<file path="src/rtl/coin_acceptor_if.sv">
// Coin-slot sensor and credit bus between the slot hardware, the acceptor and the vending FSM.
// The slot side drives sensors and accept_en; the acceptor drives credits and jam status.
interface coin_acceptor_if;
    logic nickel_raw;
    logic dime_raw;
    logic accept_en;
    logic N;
    logic D;
    logic coin_return;
    logic jam;

    modport master (
        output nickel_raw,
        output dime_raw,
        output accept_en,
        input  N,
        input  D,
        input  coin_return,
        input  jam
    );

    modport slave (
        input  nickel_raw,
        input  dime_raw,
        input  accept_en,
        output N,
        output D,
        output coin_return,
        output jam
    );
endinterface

</file>
<file path="src/rtl/coin_acceptor.sv">
// Coin validator: synchronises and debounces the nickel/dime sensors, detects jams and
// issues one credit or coin_return pulse per qualified coin.
module coin_acceptor #(
    parameter int unsigned DEBOUNCE_CYCLES = 4,
    parameter int unsigned JAM_CYCLES      = 64
) (
    input  logic           clk,
    input  logic           rst,
    coin_acceptor_if.slave bus
);

    localparam int unsigned CW = $clog2(JAM_CYCLES + 1);
    localparam logic [CW-1:0] DEB_LAST = CW'(DEBOUNCE_CYCLES - 1);
    localparam logic [CW-1:0] DEB_MAX  = CW'(DEBOUNCE_CYCLES);
    localparam logic [CW-1:0] JAM_MAX  = CW'(JAM_CYCLES);

    typedef enum logic [2:0] {
        S_IDLE     = 3'd0,
        S_DEBOUNCE = 3'd1,
        S_EMIT     = 3'd2,
        S_RELEASE  = 3'd3,
        S_JAM      = 3'd4
    } state_t;

    typedef enum logic {
        T_NICKEL = 1'b0,
        T_DIME   = 1'b1
    } coin_t;

    // Two-flop synchronisers; the FSM only ever looks at r_s_n / r_s_d.
    logic r_n_meta;
    logic r_s_n;
    logic r_d_meta;
    logic r_s_d;

    always_ff @(posedge clk) begin
        if (rst) begin
            r_n_meta <= 1'b0;
            r_s_n    <= 1'b0;
            r_d_meta <= 1'b0;
            r_s_d    <= 1'b0;
        end else begin
            r_n_meta <= bus.nickel_raw;
            r_s_n    <= r_n_meta;
            r_d_meta <= bus.dime_raw;
            r_s_d    <= r_d_meta;
        end
    end

    state_t        r_state;
    logic [CW-1:0] r_lo_cnt;
    logic [CW-1:0] r_hi_cnt;
    coin_t         r_type;
    logic          r_acc;

    state_t        w_state_nxt;
    logic [CW-1:0] w_lo_nxt;
    logic [CW-1:0] w_hi_nxt;
    coin_t         w_type_nxt;
    logic          w_acc_nxt;

    logic w_lat_s;
    logic w_oth_s;
    logic w_any_hi;

    function automatic logic [CW-1:0] sat_inc(input logic [CW-1:0] v);
        return (v == {CW{1'b1}}) ? v : v + CW'(1);
    endfunction

    assign w_lat_s  = (r_type == T_NICKEL) ? r_s_n : r_s_d;
    assign w_oth_s  = (r_type == T_NICKEL) ? r_s_d : r_s_n;
    assign w_any_hi = r_s_n | r_s_d;

    // Next-state and counter logic.
    always_comb begin
        w_state_nxt = r_state;
        w_lo_nxt    = r_lo_cnt;
        w_hi_nxt    = r_hi_cnt;
        w_type_nxt  = r_type;
        w_acc_nxt   = r_acc;

        case (r_state)
            S_IDLE: begin
                if (r_s_n && r_s_d) begin
                    w_state_nxt = S_JAM;
                    w_lo_nxt    = '0;
                end else if (r_s_n ^ r_s_d) begin
                    w_type_nxt  = r_s_d ? T_DIME : T_NICKEL;
                    w_hi_nxt    = CW'(1);
                    w_state_nxt = S_DEBOUNCE;
                end
            end

            S_DEBOUNCE: begin
                if (!w_lat_s) begin
                    w_state_nxt = S_IDLE;
                end else if (w_oth_s) begin
                    w_state_nxt = S_JAM;
                    w_lo_nxt    = '0;
                end else if (r_hi_cnt == DEB_LAST) begin
                    w_acc_nxt   = bus.accept_en;
                    w_state_nxt = S_EMIT;
                end else begin
                    w_hi_nxt = sat_inc(r_hi_cnt);
                end
            end

            S_EMIT: begin
                w_state_nxt = S_RELEASE;
                w_lo_nxt    = '0;
                w_hi_nxt    = DEB_MAX;
            end

            S_RELEASE: begin
                w_lo_nxt = w_any_hi ? '0 : sat_inc(r_lo_cnt);
                w_hi_nxt = w_any_hi ? sat_inc(r_hi_cnt) : r_hi_cnt;
                if (w_oth_s || (w_hi_nxt >= JAM_MAX)) begin
                    w_state_nxt = S_JAM;
                    w_lo_nxt    = '0;
                end else if (w_lo_nxt >= DEB_MAX) begin
                    w_state_nxt = S_IDLE;
                end
            end

            S_JAM: begin
                w_lo_nxt = w_any_hi ? '0 : sat_inc(r_lo_cnt);
                if (w_lo_nxt >= DEB_MAX) begin
                    w_state_nxt = S_IDLE;
                end
            end

            default: begin
                w_state_nxt = S_RELEASE;
                w_lo_nxt    = '0;
                w_hi_nxt    = '0;
            end
        endcase
    end

    // Reset parks in RELEASE so a coin held across reset must leave before anything is credited.
    always_ff @(posedge clk) begin
        if (rst) begin
            r_state  <= S_RELEASE;
            r_lo_cnt <= '0;
            r_hi_cnt <= '0;
            r_type   <= T_NICKEL;
            r_acc    <= 1'b0;
        end else begin
            r_state  <= w_state_nxt;
            r_lo_cnt <= w_lo_nxt;
            r_hi_cnt <= w_hi_nxt;
            r_type   <= w_type_nxt;
            r_acc    <= w_acc_nxt;
        end
    end

    // Outputs are registered from the next-state decode so they line up with the EMIT/JAM states.
    logic r_n;
    logic r_d;
    logic r_cr;
    logic r_jam;

    always_ff @(posedge clk) begin
        if (rst) begin
            r_n   <= 1'b0;
            r_d   <= 1'b0;
            r_cr  <= 1'b0;
            r_jam <= 1'b0;
        end else begin
            r_n   <= (w_state_nxt == S_EMIT) && (w_type_nxt == T_NICKEL) && w_acc_nxt;
            r_d   <= (w_state_nxt == S_EMIT) && (w_type_nxt == T_DIME) && w_acc_nxt;
            r_cr  <= (w_state_nxt == S_EMIT) && !w_acc_nxt;
            r_jam <= (w_state_nxt == S_JAM);
        end
    end

    assign bus.N           = r_n;
    assign bus.D           = r_d;
    assign bus.coin_return = r_cr;
    assign bus.jam         = r_jam;

endmodule

</file>
<file path="src/flat_wrapper.sv">
// flat-port wrapper written by rule: the top's interface ports become plain ports
module coin_acceptor_flat 
#(
    parameter int unsigned DEBOUNCE_CYCLES = 4,
    parameter int unsigned JAM_CYCLES      = 64
)
  (clk, rst, bus_nickel_raw, bus_dime_raw, bus_accept_en, bus_N, bus_D, bus_coin_return, bus_jam);
  coin_acceptor_if bus_i ();
  input  logic clk;
  input  logic rst;
  input wire logic [$bits(bus_i.nickel_raw)-1:0] bus_nickel_raw;
  input wire logic [$bits(bus_i.dime_raw)-1:0] bus_dime_raw;
  input wire logic [$bits(bus_i.accept_en)-1:0] bus_accept_en;
  output wire logic [$bits(bus_i.N)-1:0] bus_N;
  output wire logic [$bits(bus_i.D)-1:0] bus_D;
  output wire logic [$bits(bus_i.coin_return)-1:0] bus_coin_return;
  output wire logic [$bits(bus_i.jam)-1:0] bus_jam;
  assign bus_i.nickel_raw = bus_nickel_raw;
  assign bus_i.dime_raw = bus_dime_raw;
  assign bus_i.accept_en = bus_accept_en;
  assign bus_N = bus_i.N;
  assign bus_D = bus_i.D;
  assign bus_coin_return = bus_i.coin_return;
  assign bus_jam = bus_i.jam;
  coin_acceptor #(.DEBOUNCE_CYCLES(DEBOUNCE_CYCLES), .JAM_CYCLES(JAM_CYCLES)) u_core (.clk(clk), .rst(rst), .bus(bus_i));
endmodule
</file>
<file path="config.mk">
export PLATFORM = sky130hd
export DESIGN_NAME = coin_acceptor_flat
export DESIGN_NICKNAME = d
export VERILOG_FILES = /design/src/rtl/coin_acceptor_if.sv /design/src/rtl/coin_acceptor.sv /design/src/flat_wrapper.sv
export SDC_FILE = /design/constraint.sdc
export NUM_CORES = 1
export LEC_CHECK = 0
export BUFFER_PORTS_ARGS = -buffer_cell sky130_fd_sc_hd__buf_2
export CELL_PAD_IN_SITES_DETAIL_PLACEMENT = 2
export CELL_PAD_IN_SITES_GLOBAL_PLACEMENT = 2
export CORE_ASPECT_RATIO = 0.6
export CORE_MARGIN = 8
export CORE_UTILIZATION = 39
export CTS_CLUSTER_SIZE = 10
export DETAILED_ROUTE_END_ITERATION = 16
export PLACE_DENSITY = 0.87
export SLEW_MARGIN = 20
export SYNTH_ARGS = -nofsm -noshare
export SYNTH_HDL_FRONTEND = slang
export SYNTH_SLANG_ARGS = --single-unit
</file>
<file path="constraint.sdc">
create_clock -name clk -period 3.2 [get_ports clk]
set_clock_uncertainty 0.05 [all_clocks]
set_input_delay 0.48 -clock clk [delete_from_list [all_inputs] [get_ports clk]]
set_output_delay 0.48 -clock clk [all_outputs]
set_load 0.02 [all_outputs]
</file>
### Word-level counts from Yosys, hierarchy flattened

Index checks and enable logic that the tools add are counted.

* memories kept: 0
* memory bits (read-only): 0
* memory bits (writable): 0
* register bits: 27
* latch bits: 0
* word-level logic and storage cells: 81

* bitwise gates (word level): 4
* add/sub/neg operators: 2
* order comparisons: 2
* div/mod/pow operators: 0
* shift operators: 0
* muxes and demuxes: 33
* reductions and logical operators: 11
* multipliers: 0
* equality and inequality tests: 16

Operators with widths (count)
* two-way mux 7 bit: 13
* one-hot mux 7 bit (5 select lines): 1
* one-hot mux 7 bit (4 select lines): 1
* two-way mux 3 bit: 7
* adder 7 x 1 -> 7 bit (second input constant): 2
* == test 7 bit (second input constant): 2
* one-hot mux 3 bit (4 select lines): 1
* two-way mux 1 bit: 10
* == test 3 x 2 -> 1 bit (second input constant): 3
* inequality test 2 x 1 -> 1 bit (second input constant): 4
* == test 7 x 2 -> 1 bit (second input constant): 1
* greater-or-equal comparator 7 x 3 -> 1 bit (second input constant): 1
* greater-or-equal comparator 7 bit (second input constant): 1
* == test 3 bit (second input constant): 2
* logical AND 1 bit: 6
* inequality test 2 bit (second input constant): 3
* AND reduction 6 bit: 1
* == test 3 x 1 -> 1 bit (second input constant): 1
* logical NOT 3 bit: 1
* AND reduction 3 bit: 1
* inverter 1 bit: 2
* logical NOT 1 bit: 1
* logical OR 1 bit: 1
* bitwise OR 1 bit: 1
* bitwise XOR 1 bit: 1

### Longest topological paths before layout

* depth after elaboration: 10
* gate-level depth with buffers: 8
* depth with buffers taken out: 7

### Least setup slack after synthesis

OpenSTA, ideal clock, no wires.

* kind: reg-to-reg
* start point: register u_core.r_s_d
* end point: register u_core.r_hi_cnt[0]
* setup slack: 1430 ps
* data arrival time: 1603 ps
* library setup time: 117 ps
* period minus slack after synthesis: 1770 ps
* cell stages (with the launch flop): 9
* cells stage by stage: dfxtp_1 > inv_1 > ha_1 > nor3b_1 > nor3_1 > a31oi_1 > buf_6 > a21oi_2 > a32o_1

* longest elaborated chain between the ends: 3
* elaborated cells between the ends (all ways): 12
* classes of those cells: 4 x eq/ne; 4 x mux; 2 x bitwise; 2 x reduce/logical

RTL lines
* start: declaration: line coin_acceptor.sv:34 `logic r_s_d;`
* start signal: assignment: line coin_acceptor.sv:46 `r_s_d <= r_d_meta;`
* bitwise OR 1 bit, or another cell as far along: line coin_acceptor.sv:72 `assign w_any_hi = r_s_n | r_s_d;`
* two-way mux 7 bit, or another cell as far along: line coin_acceptor.sv:116 `w_hi_nxt = w_any_hi ? sat_inc(r_hi_cnt) : r_hi_cnt;`
* one-hot mux 7 bit (5 select lines) or AND reduction 6 bit (tied branches)
* end signal: assignment: line coin_acceptor.sv:151 `r_hi_cnt <= w_hi_nxt;`
* end: declaration: line coin_acceptor.sv:52 `logic [CW-1:0] r_hi_cnt;`

Several ways; a longest one is shown, not always the timed one.
A chain may end at the register's enable or synchronous reset.

### Worst setup path in the final report

* start point: register u_core.r_s_d
* end point: register u_core.r_hi_cnt[4]

The elaborated chain is that of the path after synthesis.

==> summary.txt <==
Worst-Skew Late Latency: 0.28 ns
total wire length: 4.99 mm
final hold viol count: 0
Synth Area in Simple Gates: 29.6%
Worst Hold Path EP: u_core.bus.coin_return$_SDFF_PP0_
CTS tree: done
Synth Area in Compound Gates: 22.2%
Avg WL per Cell: 21.9 um
R2R Setup Slk: 1.00 ns
register area: 520 um2
async set or reset register ratio after synthesis: 0%
Layout area overhead: 5.12%
Post-Synth XOR/XNOR Area: 0.578%
CP arrival: 2.35 ns
largest net degree at the start of global routing: 25
Crit Path Category: reg2reg
Mean Syn Cell Area: 8.37 um2
fin crit period: 2.20 ns
number of global-route vias before repair: 1485
Leak: 0.597 nW
CP Launch Type: flop
crit-path cells: inv_1 > ha_1 > nor3b_1 > nor3_1 > a31oi_1 > buf_4 > a41oi_1 > a211oi_1
Slew @ Worst Pin: 0.717 ns
initial core utilization: 40.9%
Fillers: 435
Max VDD drop: 273 uV
number of antenna cells inserted: 0
Top FF cell, synth: dfxtp_1
nets@finish: 191
Num CTS Buffers: 3
top-area cell type share of the netlist area: 34.4%
Die H: 64.3 um
HP Class: in2reg
# IOs: 9
drt drc: 0
CTS resizes: 0
unrepaired setup endpoints after global routing: false
# setup viols final: 0
cell area after synthesis: 1520 um2
adder-cell share of the synthesized area: 3.30%
gpl congestion: 0.845
Buffers on Ports: 8
drt first pass iters: 4
GRT overflow: 0
max-cap viol count: 0
Critical Path RT: 3.35 ns
die span in x: 96.5 um
H-tree levels: 1
total track usage: 16.8%
Clock Tree Buf Depth: 2
reg-to-reg startpoint: u_core.r_s_d$_SDFF_PP0_
FF-to-FF path depth: 8
initial antenna violation count: 0
setup bufs post-CTS: 0
Core Util, Final: 43.0%
status: completed
Pwr Density: 551 nW/um2
synthesized flop and latch total: 26
total negative slack: 0 ns
Slew Viols, Final: 0
area leader, netlist: dfxtp_1
Die ar.: 6200 um2
WHS Path Cells: 2
worst r2r dst: u_core.r_hi_cnt[4]$_SDFFE_PP0P_
Via Count: 1409
vias per inst: 6.18
Core Footprint: 3700 um2
CP peak stage delay: 0.45 ns
Slew HR: 51.8%
CP max-delay cell: dfxtp_1
mux cell area share after synthesis: 2.06%
Clock Sinks: 26
synth unique cells: 56
layout cell share with drive strength beyond 1: 14.9%
first-pass GRT wire length: 8.22 mm
sequential share of the synthesized area: 34.4%
Post-DRT Antenna Nets: 0
area occupied by multi-input gates: 876 um2
DP HPWL: 3.45 mm
largest family of logic cells by synthesized area: simple AND/OR/NAND/NOR gates
clk root buf: clkbuf_8
Mapped Cells: 181
worst-path fanout max: 11
Post-synth EDFFs: 0
post-synthesis net count: 190
crit path capture type: flop
DRT iter0 DRCs: 73
hold_sp: bus_accept_en
Yosys warning count: 0
top flop regs: u_core.r_hi_cnt (7), u_core.r_lo_cnt (7), u_core.r_state (3)
standard-cell rows: 17
Max Clock Freq: 0.455 GHz
synth top area cells: dfxtp_1, nor2_1, a21oi_1
final worst-path cycle share: 68.7%
Clock transition at path regs: 0.09 ns
hold-fix buffer count after cts: 0
cell usage in the layout (no fill, tap or decap), types with 3 or more instances in the layout:
cell type   n
ha_1        4
clkbuf_8    3
nand3_1    11
nor3_1      7
buf_2       8
a21oi_1    11
inv_1       5
a31oi_1     7
and3_1      4
nand2_1     9
o21ai_0    10
nor2b_1     7
nor2_1     20
dfxtp_1    26
worst max-delay path, delay by kind of cell, from the launching register on:
kind            cells  cell delay [ns]
simple gates        2             0.46
buf+inv             2             0.30
flops               1             0.45
fa+ha+maj           1             0.30
compound gates      3             0.55
metal layers:
layer  vias up  wire, um  global-route usage, %
li1        659         -                      -
met1       705      2590                   24.6
met2        38      2190                   24.9
met3         7       182                   3.38
met4         0        26                   2.06
met5         -         0                      0
cells by family after synthesis:
kind of cell | Yosys count
muxes | 3
DFF | 26
xor gates and xnor gates | 1
AOI/OAI and AO/OA | 50
and+or+nand+nor | 79
buffers and inverters | 18
adders and majority gates | 4
synth_stat cells, types with 2 or more instances:
cell,count
o21ai_0,10
and2_1,2
ha_1,4
and3_1,4
nor2_1,20
clkbuf_8,2
clkbuf_1,3
nor3b_1,2
a211oi_1,2
nand4_1,2
buf_2,3
a311oi_1,2
nand2b_1,2
nor3_1,7
buf_6,2
nand3b_1,2
a31oi_1,7
nor2b_1,7
a21oi_2,2
nand2_1,9
mux2i_1,2
nand3_1,11
dfxtp_1,26
a21oi_1,11
a41oi_1,2
inv_1,5
power breakdown:
| part | switching [mW] | internal [mW] | total, mW |
|---|---|---|---|
| Clock | 0.110 | 0.168 | 0.277 |
| Combinational | 0.130 | 0.0755 | 0.206 |
| Sequential | 0.0480 | 0.346 | 0.394 |
layout make-up:
class,instances,share of cell area [%]
flip-flops and latches,26,32.7
clock inverters,1,1.89
well taps,47,3.69
clock buffers,3,2.59
inverters,5,1.18
repair buffers,9,2.99
multi-input cells,137,55.0
how the worst max path moves through the flow:
stage | end | slack, ns | startpoint
final | u_core.r_hi_cnt[4]$_SDFFE_PP0P_ | 1.00 | u_core.r_s_d$_SDFF_PP0_
after global routing | u_core.r_hi_cnt[4]$_SDFFE_PP0P_ | 0.84 | u_core.r_s_d$_SDFF_PP0_
after CTS | u_core.r_hi_cnt[4]$_SDFFE_PP0P_ | 1.00 | u_core.r_s_d$_SDFF_PP0_
after detailed placement | u_core.r_hi_cnt[4]$_SDFFE_PP0P_ | 1.07 | u_core.r_s_d$_SDFF_PP0_
after global placement | u_core.r_hi_cnt[4]$_SDFFE_PP0P_ | 1.20 | u_core.r_s_d$_SDFF_PP0_
after floorplan | u_core.r_hi_cnt[0]$_SDFFE_PP0P_ | 1.43 | u_core.r_s_d$_SDFF_PP0_
through the flow:
stage                     total power, mW  cell area (um2)  instances  hold WS [ns]  setup slack [ns]
after CTS                           0.879             1590        228         0.315              1.00
after detailed placement            0.593             1520        224         0.405              1.07
after floorplan                     0.552             1520        181         0.364              1.43
final                               0.877             1590        228         0.316              1.00
after global placement              0.568             1520        224         0.384              1.20
after global routing                0.918             1590        228         0.311             0.840
Note: power is estimated with default switching activity, not from simulation.
